### src/rtl/cpu_dbg_pkg.sv
// Shared definitions for the CPU debug/run controller.
// Contents: FSM state encoding, MODE switch encoding, debug bus widths and
// the MODE-to-state mapping used when leaving reset hold or changing mode.
package cpu_dbg_pkg;

    localparam int unsigned STATE_W = 3;
    localparam int unsigned MODE_W  = 2;

    typedef enum logic [STATE_W-1:0] {
        ST_RST_HOLD = 3'd0,
        ST_RUN      = 3'd1,
        ST_THROTTLE = 3'd2,
        ST_STEP     = 3'd3,
        ST_HALTED   = 3'd4,
        ST_BREAK    = 3'd5
    } state_e;

    typedef enum logic [MODE_W-1:0] {
        MODE_RUN      = 2'b00,
        MODE_THROTTLE = 2'b01,
        MODE_STEP     = 2'b10,
        MODE_HALT     = 2'b11
    } mode_e;

    // Execution state selected by the MODE switches
    function automatic state_e mode_to_state(input mode_e m);
        mode_to_state = ST_HALTED;
        case (m)
            MODE_RUN:      mode_to_state = ST_RUN;
            MODE_THROTTLE: mode_to_state = ST_THROTTLE;
            MODE_STEP:     mode_to_state = ST_STEP;
            default:       mode_to_state = ST_HALTED;
        endcase
    endfunction

endpackage

### src/rtl/cpu_run_ctrl_if.sv
// CPU-side connection of the run controller.
// master: the soft CPU (drives PC and data-memory bus, receives RST_N/HALT)
// slave : the run controller (observes PC and stores, drives RST_N/HALT)
interface cpu_run_ctrl_if #(
    parameter int unsigned ADDR_W = 32,
    parameter int unsigned DATA_W = 32
);
    logic [ADDR_W-1:0] CPU_PC;
    logic [ADDR_W-1:0] DMEM_ADDR;
    logic [DATA_W-1:0] DMEM_DATA_OUT;
    logic              DMEM_READ_WRN;
    logic              CPU_RST_N;
    logic              CPU_HALT;

    modport master (
        output CPU_PC, DMEM_ADDR, DMEM_DATA_OUT, DMEM_READ_WRN,
        input  CPU_RST_N, CPU_HALT
    );

    modport slave (
        input  CPU_PC, DMEM_ADDR, DMEM_DATA_OUT, DMEM_READ_WRN,
        output CPU_RST_N, CPU_HALT
    );
endinterface

### src/rtl/step_sync_edge.sv
// Button synchroniser and rising-edge detector.
// Ports: clk, rst (async, active-high), btn_i (raw asynchronous button),
//        pulse_o (registered one-cycle pulse per rising edge of btn_i,
//        high on the third cycle after the pin change).
module step_sync_edge (
    input  logic clk,
    input  logic rst,
    input  logic btn_i,
    output logic pulse_o
);

    logic sync1_q;
    logic sync2_q;
    logic prev_q;
    logic pulse_q;

    // Two-flop synchroniser, delayed copy, and registered edge pulse
    always_ff @(posedge clk or posedge rst) begin
        if (rst) begin
            sync1_q <= 1'b0;
            sync2_q <= 1'b0;
            prev_q  <= 1'b0;
            pulse_q <= 1'b0;
        end else begin
            sync1_q <= btn_i;
            sync2_q <= sync1_q;
            prev_q  <= sync2_q;
            pulse_q <= sync2_q & ~prev_q;
        end
    end

    assign pulse_o = pulse_q;

endmodule

### src/rtl/cpu_run_ctrl.sv
// Execution controller for the soft RISC-V core on the debug board.
// Sequences CPU reset, gates execution (run / throttled tick / single-step /
// halt), implements a PC breakpoint and a memory-mapped LED register.
// Ports: CLK100MHZ, RST (async, active-high); MODE run-mode switches;
//        STEP_BTN raw step button; BP_EN/BP_ADDR breakpoint control;
//        bus (slave side of cpu_run_ctrl_if: PC, dmem store bus, RST_N, HALT);
//        LED register output; STATE debug encoding; BP_HIT high in BREAK.
module cpu_run_ctrl
    import cpu_dbg_pkg::*;
#(
    parameter int unsigned       ADDR_W      = 32,
    parameter int unsigned       DATA_W      = 32,
    parameter int unsigned       RST_HOLD    = 16,
    parameter int unsigned       TICK_PERIOD = 50000000,
    parameter int unsigned       NUM_LEDS    = 4,
    parameter logic [ADDR_W-1:0] LED_ADDR    = ADDR_W'(32'h0000_0001),
    parameter int unsigned       LED_MODE    = 0
) (
    input  logic                CLK100MHZ,
    input  logic                RST,
    input  logic [MODE_W-1:0]   MODE,
    input  logic                STEP_BTN,
    input  logic                BP_EN,
    input  logic [ADDR_W-1:0]   BP_ADDR,
    cpu_run_ctrl_if.slave       bus,
    output logic [NUM_LEDS-1:0] LED,
    output logic [STATE_W-1:0]  STATE,
    output logic                BP_HIT
);

    localparam int unsigned HOLD_W = $clog2(RST_HOLD + 1);
    localparam int unsigned TICK_W = $clog2(TICK_PERIOD);
    localparam int unsigned IDX_W  = $clog2(NUM_LEDS);

    localparam logic [HOLD_W-1:0] HOLD_LAST = HOLD_W'(RST_HOLD - 1);
    localparam logic [TICK_W-1:0] TICK_LAST = TICK_W'(TICK_PERIOD - 1);

    state_e              state_q, state_d;
    logic [HOLD_W-1:0]   hold_q, hold_d;
    logic [TICK_W-1:0]   tick_q, tick_d;
    logic                cpu_rst_n_q, cpu_rst_n_d;
    logic                bp_armed_q, bp_armed_d;
    logic                bp_hit_q;
    logic [NUM_LEDS-1:0] led_q, led_d;

    state_e              mode_st_c;
    logic                step_pulse_c;
    logic                bp_cmp_c;
    logic                brk_exit_c;
    logic                halt_c;
    logic                led_we_c;
    logic [NUM_LEDS-1:0] led_dec_c;
    logic [DATA_W-1:0]   unused_data;

    step_sync_edge u_step_sync (
        .clk     (CLK100MHZ),
        .rst     (RST),
        .btn_i   (STEP_BTN),
        .pulse_o (step_pulse_c)
    );

    assign mode_st_c = mode_to_state(mode_e'(MODE));
    assign bp_cmp_c  = BP_EN && bp_armed_q && (bus.CPU_PC == BP_ADDR);

    // Next state, halt gating and breakpoint arming
    always_comb begin
        state_d     = state_q;
        hold_d      = hold_q;
        tick_d      = '0;
        cpu_rst_n_d = cpu_rst_n_q;
        bp_armed_d  = bp_armed_q;
        halt_c      = 1'b1;
        brk_exit_c  = 1'b0;

        case (state_q)
            ST_RST_HOLD: begin
                hold_d = hold_q + HOLD_W'(1);
                if (hold_q == HOLD_LAST) begin
                    cpu_rst_n_d = 1'b1;
                    state_d     = mode_st_c;
                end
            end
            ST_RUN: begin
                halt_c  = 1'b0;
                state_d = mode_st_c;
            end
            ST_THROTTLE: begin
                state_d = mode_st_c;
                // A tick coinciding with a mode change is dropped
                if (mode_st_c == ST_THROTTLE) begin
                    tick_d = (tick_q == TICK_LAST) ? '0 : tick_q + TICK_W'(1);
                    halt_c = (tick_q != TICK_LAST);
                end
            end
            ST_STEP: begin
                state_d = mode_st_c;
                if (mode_st_c == ST_STEP && step_pulse_c) begin
                    halt_c = 1'b0;
                end
            end
            ST_HALTED: begin
                state_d = mode_st_c;
            end
            ST_BREAK: begin
                if (mode_st_c == ST_HALTED) begin
                    state_d    = ST_HALTED;
                    brk_exit_c = 1'b1;
                end else if (step_pulse_c) begin
                    halt_c     = 1'b0;
                    state_d    = mode_st_c;
                    brk_exit_c = 1'b1;
                end
            end
            default: begin
                state_d = ST_RST_HOLD;
            end
        endcase

        // Breakpoint holds the matching instruction in the same cycle
        if ((state_q inside {ST_RUN, ST_THROTTLE, ST_STEP}) && bp_cmp_c) begin
            halt_c  = 1'b1;
            state_d = ST_BREAK;
            tick_d  = '0;
        end

        // Disarm on leaving BREAK; re-arm once PC moves off the breakpoint
        if (brk_exit_c) begin
            bp_armed_d = 1'b0;
        end else if (!BP_EN || (bus.CPU_PC != BP_ADDR)) begin
            bp_armed_d = 1'b1;
        end
    end

    // LED data decode
    generate
        if (LED_MODE == 0) begin : g_onehot
            assign led_dec_c = NUM_LEDS'(1) << bus.DMEM_DATA_OUT[IDX_W-1:0];
        end else begin : g_bitmap
            assign led_dec_c = bus.DMEM_DATA_OUT[NUM_LEDS-1:0];
        end
    endgenerate

    // Only bits selected by the decode reach the LED register
    assign unused_data = bus.DMEM_DATA_OUT;

    assign led_we_c = cpu_rst_n_q && !bus.DMEM_READ_WRN && (bus.DMEM_ADDR == LED_ADDR);
    assign led_d    = led_we_c ? led_dec_c : led_q;

    // State and datapath registers
    always_ff @(posedge CLK100MHZ or posedge RST) begin
        if (RST) begin
            state_q     <= ST_RST_HOLD;
            hold_q      <= '0;
            tick_q      <= '0;
            cpu_rst_n_q <= 1'b0;
            bp_armed_q  <= 1'b1;
            bp_hit_q    <= 1'b0;
            led_q       <= '0;
        end else begin
            state_q     <= state_d;
            hold_q      <= hold_d;
            tick_q      <= tick_d;
            cpu_rst_n_q <= cpu_rst_n_d;
            bp_armed_q  <= bp_armed_d;
            bp_hit_q    <= (state_d == ST_BREAK);
            led_q       <= led_d;
        end
    end

    assign bus.CPU_RST_N = cpu_rst_n_q;
    assign bus.CPU_HALT  = halt_c;
    assign LED           = led_q;
    assign STATE         = state_q;
    assign BP_HIT        = bp_hit_q;

endmodule

### src/flat_wrapper.sv
// flat-port wrapper written by rule: the top's interface ports become plain ports
module cpu_run_ctrl_flat import cpu_dbg_pkg::*;
#(
    parameter int unsigned       ADDR_W      = 32,
    parameter int unsigned       DATA_W      = 32,
    parameter int unsigned       RST_HOLD    = 16,
    parameter int unsigned       TICK_PERIOD = 50000000,
    parameter int unsigned       NUM_LEDS    = 4,
    parameter logic [ADDR_W-1:0] LED_ADDR    = ADDR_W'(32'h0000_0001),
    parameter int unsigned       LED_MODE    = 0
)
  (CLK100MHZ, RST, MODE, STEP_BTN, BP_EN, BP_ADDR, LED, STATE, BP_HIT, bus_CPU_PC, bus_DMEM_ADDR, bus_DMEM_DATA_OUT, bus_DMEM_READ_WRN, bus_CPU_RST_N, bus_CPU_HALT);
  cpu_run_ctrl_if #(.ADDR_W(ADDR_W), .DATA_W(DATA_W)) bus_i ();
  input  logic CLK100MHZ;
  input  logic RST;
  input  logic [MODE_W-1:0] MODE;
  input  logic STEP_BTN;
  input  logic BP_EN;
  input  logic [ADDR_W-1:0] BP_ADDR;
  output logic [NUM_LEDS-1:0] LED;
  output logic [STATE_W-1:0] STATE;
  output logic BP_HIT;
  input wire logic [$bits(bus_i.CPU_PC)-1:0] bus_CPU_PC;
  input wire logic [$bits(bus_i.DMEM_ADDR)-1:0] bus_DMEM_ADDR;
  input wire logic [$bits(bus_i.DMEM_DATA_OUT)-1:0] bus_DMEM_DATA_OUT;
  input wire logic [$bits(bus_i.DMEM_READ_WRN)-1:0] bus_DMEM_READ_WRN;
  output wire logic [$bits(bus_i.CPU_RST_N)-1:0] bus_CPU_RST_N;
  output wire logic [$bits(bus_i.CPU_HALT)-1:0] bus_CPU_HALT;
  assign bus_i.CPU_PC = bus_CPU_PC;
  assign bus_i.DMEM_ADDR = bus_DMEM_ADDR;
  assign bus_i.DMEM_DATA_OUT = bus_DMEM_DATA_OUT;
  assign bus_i.DMEM_READ_WRN = bus_DMEM_READ_WRN;
  assign bus_CPU_RST_N = bus_i.CPU_RST_N;
  assign bus_CPU_HALT = bus_i.CPU_HALT;
  cpu_run_ctrl #(.ADDR_W(ADDR_W), .DATA_W(DATA_W), .RST_HOLD(RST_HOLD), .TICK_PERIOD(TICK_PERIOD), .NUM_LEDS(NUM_LEDS), .LED_ADDR(LED_ADDR), .LED_MODE(LED_MODE)) u_core (.CLK100MHZ(CLK100MHZ), .RST(RST), .MODE(MODE), .STEP_BTN(STEP_BTN), .BP_EN(BP_EN), .BP_ADDR(BP_ADDR), .bus(bus_i), .LED(LED), .STATE(STATE), .BP_HIT(BP_HIT));
endmodule
### config.mk
export PLATFORM = sky130hd
export DESIGN_NAME = cpu_run_ctrl_flat
export DESIGN_NICKNAME = d
export VERILOG_FILES = /design/src/rtl/cpu_dbg_pkg.sv /design/src/rtl/cpu_run_ctrl_if.sv /design/src/rtl/step_sync_edge.sv /design/src/rtl/cpu_run_ctrl.sv /design/src/flat_wrapper.sv
export SDC_FILE = /design/constraint.sdc
export NUM_CORES = 1
export LEC_CHECK = 0
export CORE_ASPECT_RATIO = 1.25
export CORE_MARGIN = 1.5
export CORE_UTILIZATION = 36
export CTS_CLUSTER_DIAMETER = 60
export CTS_CLUSTER_SIZE = 25
export DETAILED_ROUTE_END_ITERATION = 6
export GPL_TIMING_DRIVEN = 0
export PLACE_DENSITY = 0.78
export REMOVE_ABC_BUFFERS = 1
export SYNTH_ARGS = -nofsm -noshare
export SYNTH_HDL_FRONTEND = slang
export SYNTH_SLANG_ARGS = --single-unit
### constraint.sdc
create_clock -name CLK100MHZ -period 2.6 [get_ports CLK100MHZ]
set_input_delay 0.78 -clock CLK100MHZ [delete_from_list [all_inputs] [get_ports CLK100MHZ]]
set_output_delay 0.78 -clock CLK100MHZ [all_outputs]
set_load 0.01 [all_outputs]
==> results of run 1 <==
## cell type report
class,count,share of cell area
Inverter,10,0.00887
Clock inverter,1,0.00710
Multi-Input combinational cell,210,0.401
Clock buffer,7,0.0204
Tap cell,92,0.0272
Sequential cell,45,0.267
Timing Repair Buffer,128,0.269
## through the flow
step                      total power (W)  TNS, ns  hold slack [ns]  cells   util
after floorplan                   0.00110   -0.563            0.331    264      -
final                             0.00193   -0.294            0.352    493  0.575
after CTS                         0.00192   -0.316            0.355    489  0.571
after global routing              0.00204   -0.373            0.376    493  0.575
after global placement            0.00136   -29.66            0.336    470  0.534
after detailed placement          0.00138   -25.12            0.336    471  0.537
## layer usage
layer	share of wire	GRT usage
met2	0.57	0.372
met1	0.35	0.195
met3	0.067	0.0391
met4	0.0085	0.0557
met5	0	0
## final timing paths
check | depth (start not counted) | end | from
max in group asynchronous | 3 | u_core.bp_armed_q | RST
max | 6 | bus_CPU_HALT | u_core.tick_q[11]
min | 0 | u_core.u_step_sync.sync2_q | u_core.u_step_sync.sync1_q
min in group asynchronous | 2 | u_core.LED[0] | RST
min reg2reg | 0 | u_core.u_step_sync.sync2_q | u_core.u_step_sync.sync1_q
max reg2reg | 6 | u_core.tick_q[13] | u_core.tick_q[11]
## kinds of logic after synthesis
family | Yosys count | share of synthesized area
simple gates | 125 | 0.277
xor+xnor | 56 | 0.180
flops | 45 | 0.413
buf+inv | 20 | 0.0335
compound gates | 14 | 0.0367
mux | 7 | 0.0275
fa+ha+maj | 7 | 0.0321
## worst register-to-register path: stages (launching register included)
cell	delay, ns
dfrtp_1	0.39
or4_4	0.55
nor2_4	0.11
nand4_4	0.11
buf_4	0.17
nand2_1	0.33
nor3_1	0.11
## power by group
| group | internal [W] | total (W) | switching (W) |
|---|---|---|---|
| sequential | 0.000764 | 0.000829 | 0.0000645 |
| clock | 0.000313 | 0.000544 | 0.000230 |
| combinational | 0.000316 | 0.000558 | 0.000243 |
| total | 0.00139 | 0.00193 | 0.000537 |
## sequential cells by signal (all words and copies together), names as in the netlist
name,cells
u_core.BP_HIT,1
u_core.LED,4
u_core.STATE,3
u_core.bp_armed_q,1
u_core.bus.CPU_RST_N,1
u_core.hold_q,5
u_core.tick_q,26
u_core.u_step_sync.prev_q,1
u_core.u_step_sync.pulse_o,1
u_core.u_step_sync.sync1_q,1
u_core.u_step_sync.sync2_q,1
## cell usage after synthesis (2+ instances only)
cell	number
buf_2	4
nor2_1	15
ha_1	7
nor3_1	27
nor4b_1	3
or4_1	2
a21oi_1	2
mux2_1	3
xor2_1	16
nand3_1	10
buf_4	3
and4_1	3
a21o_1	2
nand4_1	17
inv_1	10
dfrtp_1	44
nand2_1	14
nand2b_1	3
nor4_1	8
clkbuf_1	3
and3_1	4
xnor2_1	40
nor3b_1	3
nor2b_1	3
mux2i_1	3
## repair_timing
action	CTS	global route
endpoints found under the setup margin	31	1
gates cloned	1	0
resized for setup	147	39
buffers inserted	9	4
pin swaps	48	23
==> impl_metrics.ini, run 1 <==
[status]
status = complete, but fails checks
failed_checks = negative setup slack

[yosys]
ys_top_cells_by_area = dfrtp_1 (40%), xnor2_1 (13%), xor2_1 (5.1%)
synth_flop_cell = dfrtp_1
yosysWarnings = 0
synth_seq_area_share = 0.413
ys_ff_latch = 45
syn_inst = 274
synth_top_area_share = 0.404
synth_area_sq_um = 2730
synth-edff-count = 0
synth_top_area_cell = dfrtp_1
async_flop_share = 1.00
syn_avg_cell_area_sq_um = 9.95
synth_cell_type_count = 50

[route]
viasPerCell = 5.13
wl_per_cell_um = 15.1
num_vias = 2531
drt_iter0_drc = 118
postRouteAntennaNets = 0
drtPass1Iterations = 4
routed_wl_um = 7430
drc = 0

[grt]
grt_overflow = 0
grt_max_degree = 29
antenna_found_initial = 0
grt_pass1_vias = 2615
grt_use_total = 0.189
grt_pass1_wl_um = 12000

[setup_path]
timing.reg2reg.setup_slack_ns = 0.69
max_stage_delay_ns = 0.55
crit_type = register to primary output
cp.arrival_ns = 2.11
path_cells = or4_4, nor2_4, nand4_4, o21ai_2, or3b_4, buf_6
path_max_fanout = 2
cp.required_ns = 1.82
startpoint_type = register
endpoint_kind = primary output
cp_top_family = simple AND/OR/NAND/NOR gates
cp_num_buf_inv = 1
cp_slowest_cell = or4_4

[floorplanning]
io_pins = 145
start_util = 0.371
core_region_area_sq_um = 7360
die-area_sq_um = 8110
die_x_um = 80.9
rows = 35
die_y_um = 100

[clock_network]
cts_tree = built
cts_max_level = 2
ctsHoldBuffers = 0
clock-root-buffer = clkbuf_8
clock_latency_ns = 0.30
numCtsBuffers = 5
clockBufferDepth = 2
path_clk_slew_ns = 0.09
cts_num_sinks = 45

[layout]
nNetsFinal = 542
area_growth_pct = 55.1
layout.cells.most_common_list = clkdlybuf4s50_1 (46), dfrtp_1 (43), xnor2_1 (35)
final_common_cell = clkdlybuf4s50_1
multiInputGateArea_sq_um = 1700
n_antenna_cell = 0
regArea_sq_um = 1130
drive_above_1_share = 0.197
design_area_sq_um = 4230
fillers = 642

[sta]
hold_viol = 0
final-setup-viol-count = 1
grt_setup_unrepaired = true
maxSlewHeadroom = 0.525
worst_pin_slew_ns = 0.707
min_period_ns = 2.89
setup_ws_ns = -0.294
drv_slew = 0
final.setup_skew_ns = 0.0119
min_period_over_period = 1.11
fmax_mhz = 345

[place]
gp_congestion = 0.827
port_buffers = 114
place_area_sq_um = 3950
hpwl_um = 5400
place_ws_ns = -2.02

[min_path]
holdCritPathClass = register to register

[power]
irDropWorstVdd_mv = 0.472
power.density_nw_per_um2 = 456
p_leak_nw = 1.78

[run]
maxCapViolCount = 0
Note: power is estimated with default switching activity, not from simulation.
==> inputs of run 2 (changes only) <==
PLACE_DENSITY = 0.75   (was 0.78)
==> impl_metrics.ini, run 2 (same netlist as run 1, synthesis figures left out) <==
[status]
status = complete, but fails checks
failed_checks = negative setup slack

[route]
viasPerCell = 5.15
routed_wl_um = 7490
drc = 0
num_vias = 2539
drtPass1Iterations = 4
drt_iter0_drc = 83
postRouteAntennaNets = 0
wl_per_cell_um = 15.2

[layout]
fin_util = 0.564
regArea_sq_um = 1130
largest_register_ffs = 26
final_common_cell = clkdlybuf4s50_1
fillers = 672
regMostFlops = u_core.tick_q
n_antenna_cell = 0
design_area_sq_um = 4150
nNetsFinal = 542
drive_above_1_share = 0.202
multiInputGateArea_sq_um = 1660
layout.cells.most_common_list = clkdlybuf4s50_1 (46), dfrtp_1 (44), xnor2_1 (39)
area_growth_pct = 52.1
final_cell_count_no_fill = 493

[sta]
worst_pin_slew_ns = 0.709
maxSlewHeadroom = 0.524
final.setup_skew_ns = 0.00826
drv_slew = 0
min_period_ns = 2.89
min_period_over_period = 1.11
hold_viol = 0
final-setup-viol-count = 1
setup_ws_ns = -0.286
fmax_mhz = 346
grt_setup_unrepaired = true

[min_path]
hold_start = u_core.u_step_sync.sync1_q
whs_endpoint = u_core.u_step_sync.sync2_q
min_path_cells = 0
holdCritPathClass = register to register

[place]
hpwl_um = 5250
dp.cells = 471
place_area_sq_um = 3950
gp_congestion = 0.769
port_buffers = 114

[floorplanning]
die-area_sq_um = 8110
die_x_um = 80.9
core_region_area_sq_um = 7360
io_pins = 145
rows = 35
die_y_um = 100
start_util = 0.371

[power]
p_total_w = 0.00190
irDropWorstVdd_mv = 0.346
power.density_nw_per_um2 = 459
p_leak_nw = 1.75

[setup_path]
max_stage_delay_ns = 0.29
reg2reg_depth = 6
cp_slowest_cell = nor4_4
endpoint_kind = primary output
cp.depth = 7
cp.arrival_ns = 2.11
worstReg2RegEnd = u_core.tick_q[24]
cp_num_buf_inv = 2
crit_type = primary input to primary output
cp.required_ns = 1.82
startpoint_type = primary input
path_max_fanout = 2
cp_top_family = simple AND/OR/NAND/NOR gates
timing.reg2reg.setup_slack_ns = 0.67
path_cells = dlygate4sd2_1, xnor2_1, nand4_1, nor4_4, and4_4, or3b_1, buf_2
r2r_start = u_core.tick_q[0]

[grt]
grt_max_degree = 42
antenna_found_initial = 0
grt_overflow = 0
grt_use_total = 0.189
grt_pass1_vias = 2816
grt_pass1_wl_um = 12100

[clock_network]
numCtsBuffers = 5
clock-root-buffer = clkbuf_8
cts_tree = built
clockBufferDepth = 2
cts_max_level = 2
clock_latency_ns = 0.30
path_clk_slew_ns = 0.08
cts_num_sinks = 45

[run]
maxCapViolCount = 0
## run 2: changes by cell type in the layout (fill, tap and decap cells not counted), moves of 4 or more
cell / before / now
xnor2_1: 35 / 39
clkdlybuf4s15_1: 32 / 22
clkbuf_2: 13 / 23
xnor2_2: 5 / 1
## run 2: timing repair
action | 4_1_cts | 5_1_grt
hold buffers | 0 | 0
pin swaps | 46 | 29
gates cloned | 1 | 0
setup buffers | 9 | 4
resized for setup | 133 | 52
endpoints found under the setup margin | 31 | 1
endpoints found under the hold margin | 0 | 0
## run 2: how the worst max path moves through the flow
stage	from	end	slack (ns)
floorplan	BP_ADDR[26]	bus_CPU_HALT	-0.56
global placement	BP_ADDR[0]	bus_CPU_HALT	-2.05
detailed placement	bus_CPU_PC[26]	bus_CPU_HALT	-2.02
CTS	u_core.tick_q[11]	bus_CPU_HALT	-0.30
global route	BP_ADDR[29]	bus_CPU_HALT	-0.36
finish	BP_ADDR[17]	bus_CPU_HALT	-0.29
## run 2: cell type report
cell class | instances | area share
sequential | 45 | 0.272
multi-input combinational | 210 | 0.400
inverter | 10 | 0.00905
clock inverter | 1 | 0.00724
clock buffer | 7 | 0.0208
tap | 92 | 0.0277
timing repair buffer | 128 | 0.263
## run 2: metal layers
metal  global-route usage  wire (um)
met1                0.188       2740
met2                0.362       4040
met3               0.0527        581
met4               0.0716        139
met5                    0          0
## run 2: where the power goes
group          switching [W]  total [W]  internal [W]  leakage [nW]
combinational       0.000232   0.000527      0.000295          1.10
clock               0.000234   0.000548      0.000313        0.0585
sequential         0.0000652   0.000829      0.000764         0.594
## run 2: through the flow
stage | TNS, ns | hold slack [ns] | setup slack [ns]
6_report | -0.286 | 0.357 | -0.286
5_1_grt | -0.359 | 0.374 | -0.359
4_1_cts | -0.295 | 0.358 | -0.295
3_5_place_dp | -25.68 | 0.339 | -2.02
3_3_place_gp | -31.51 | 0.339 | -2.05
2_1_floorplan | -0.563 | 0.331 | -0.563
## run 2: worst reg2reg max path: stages (launching register included)
cell	delay, ns
dfrtp_1	0.40
ha_1	0.27
nand4_4	0.18
nor4_2	0.47
nand4_1	0.18
xor2_1	0.18
nor3_1	0.17
==> inputs of run 3 (changes only) <==
CTS_CLUSTER_DIAMETER = 30   (was 60)
==> results of run 3 <==
Same layout as run 2: the final DEF is identical, and so are final timing and power.
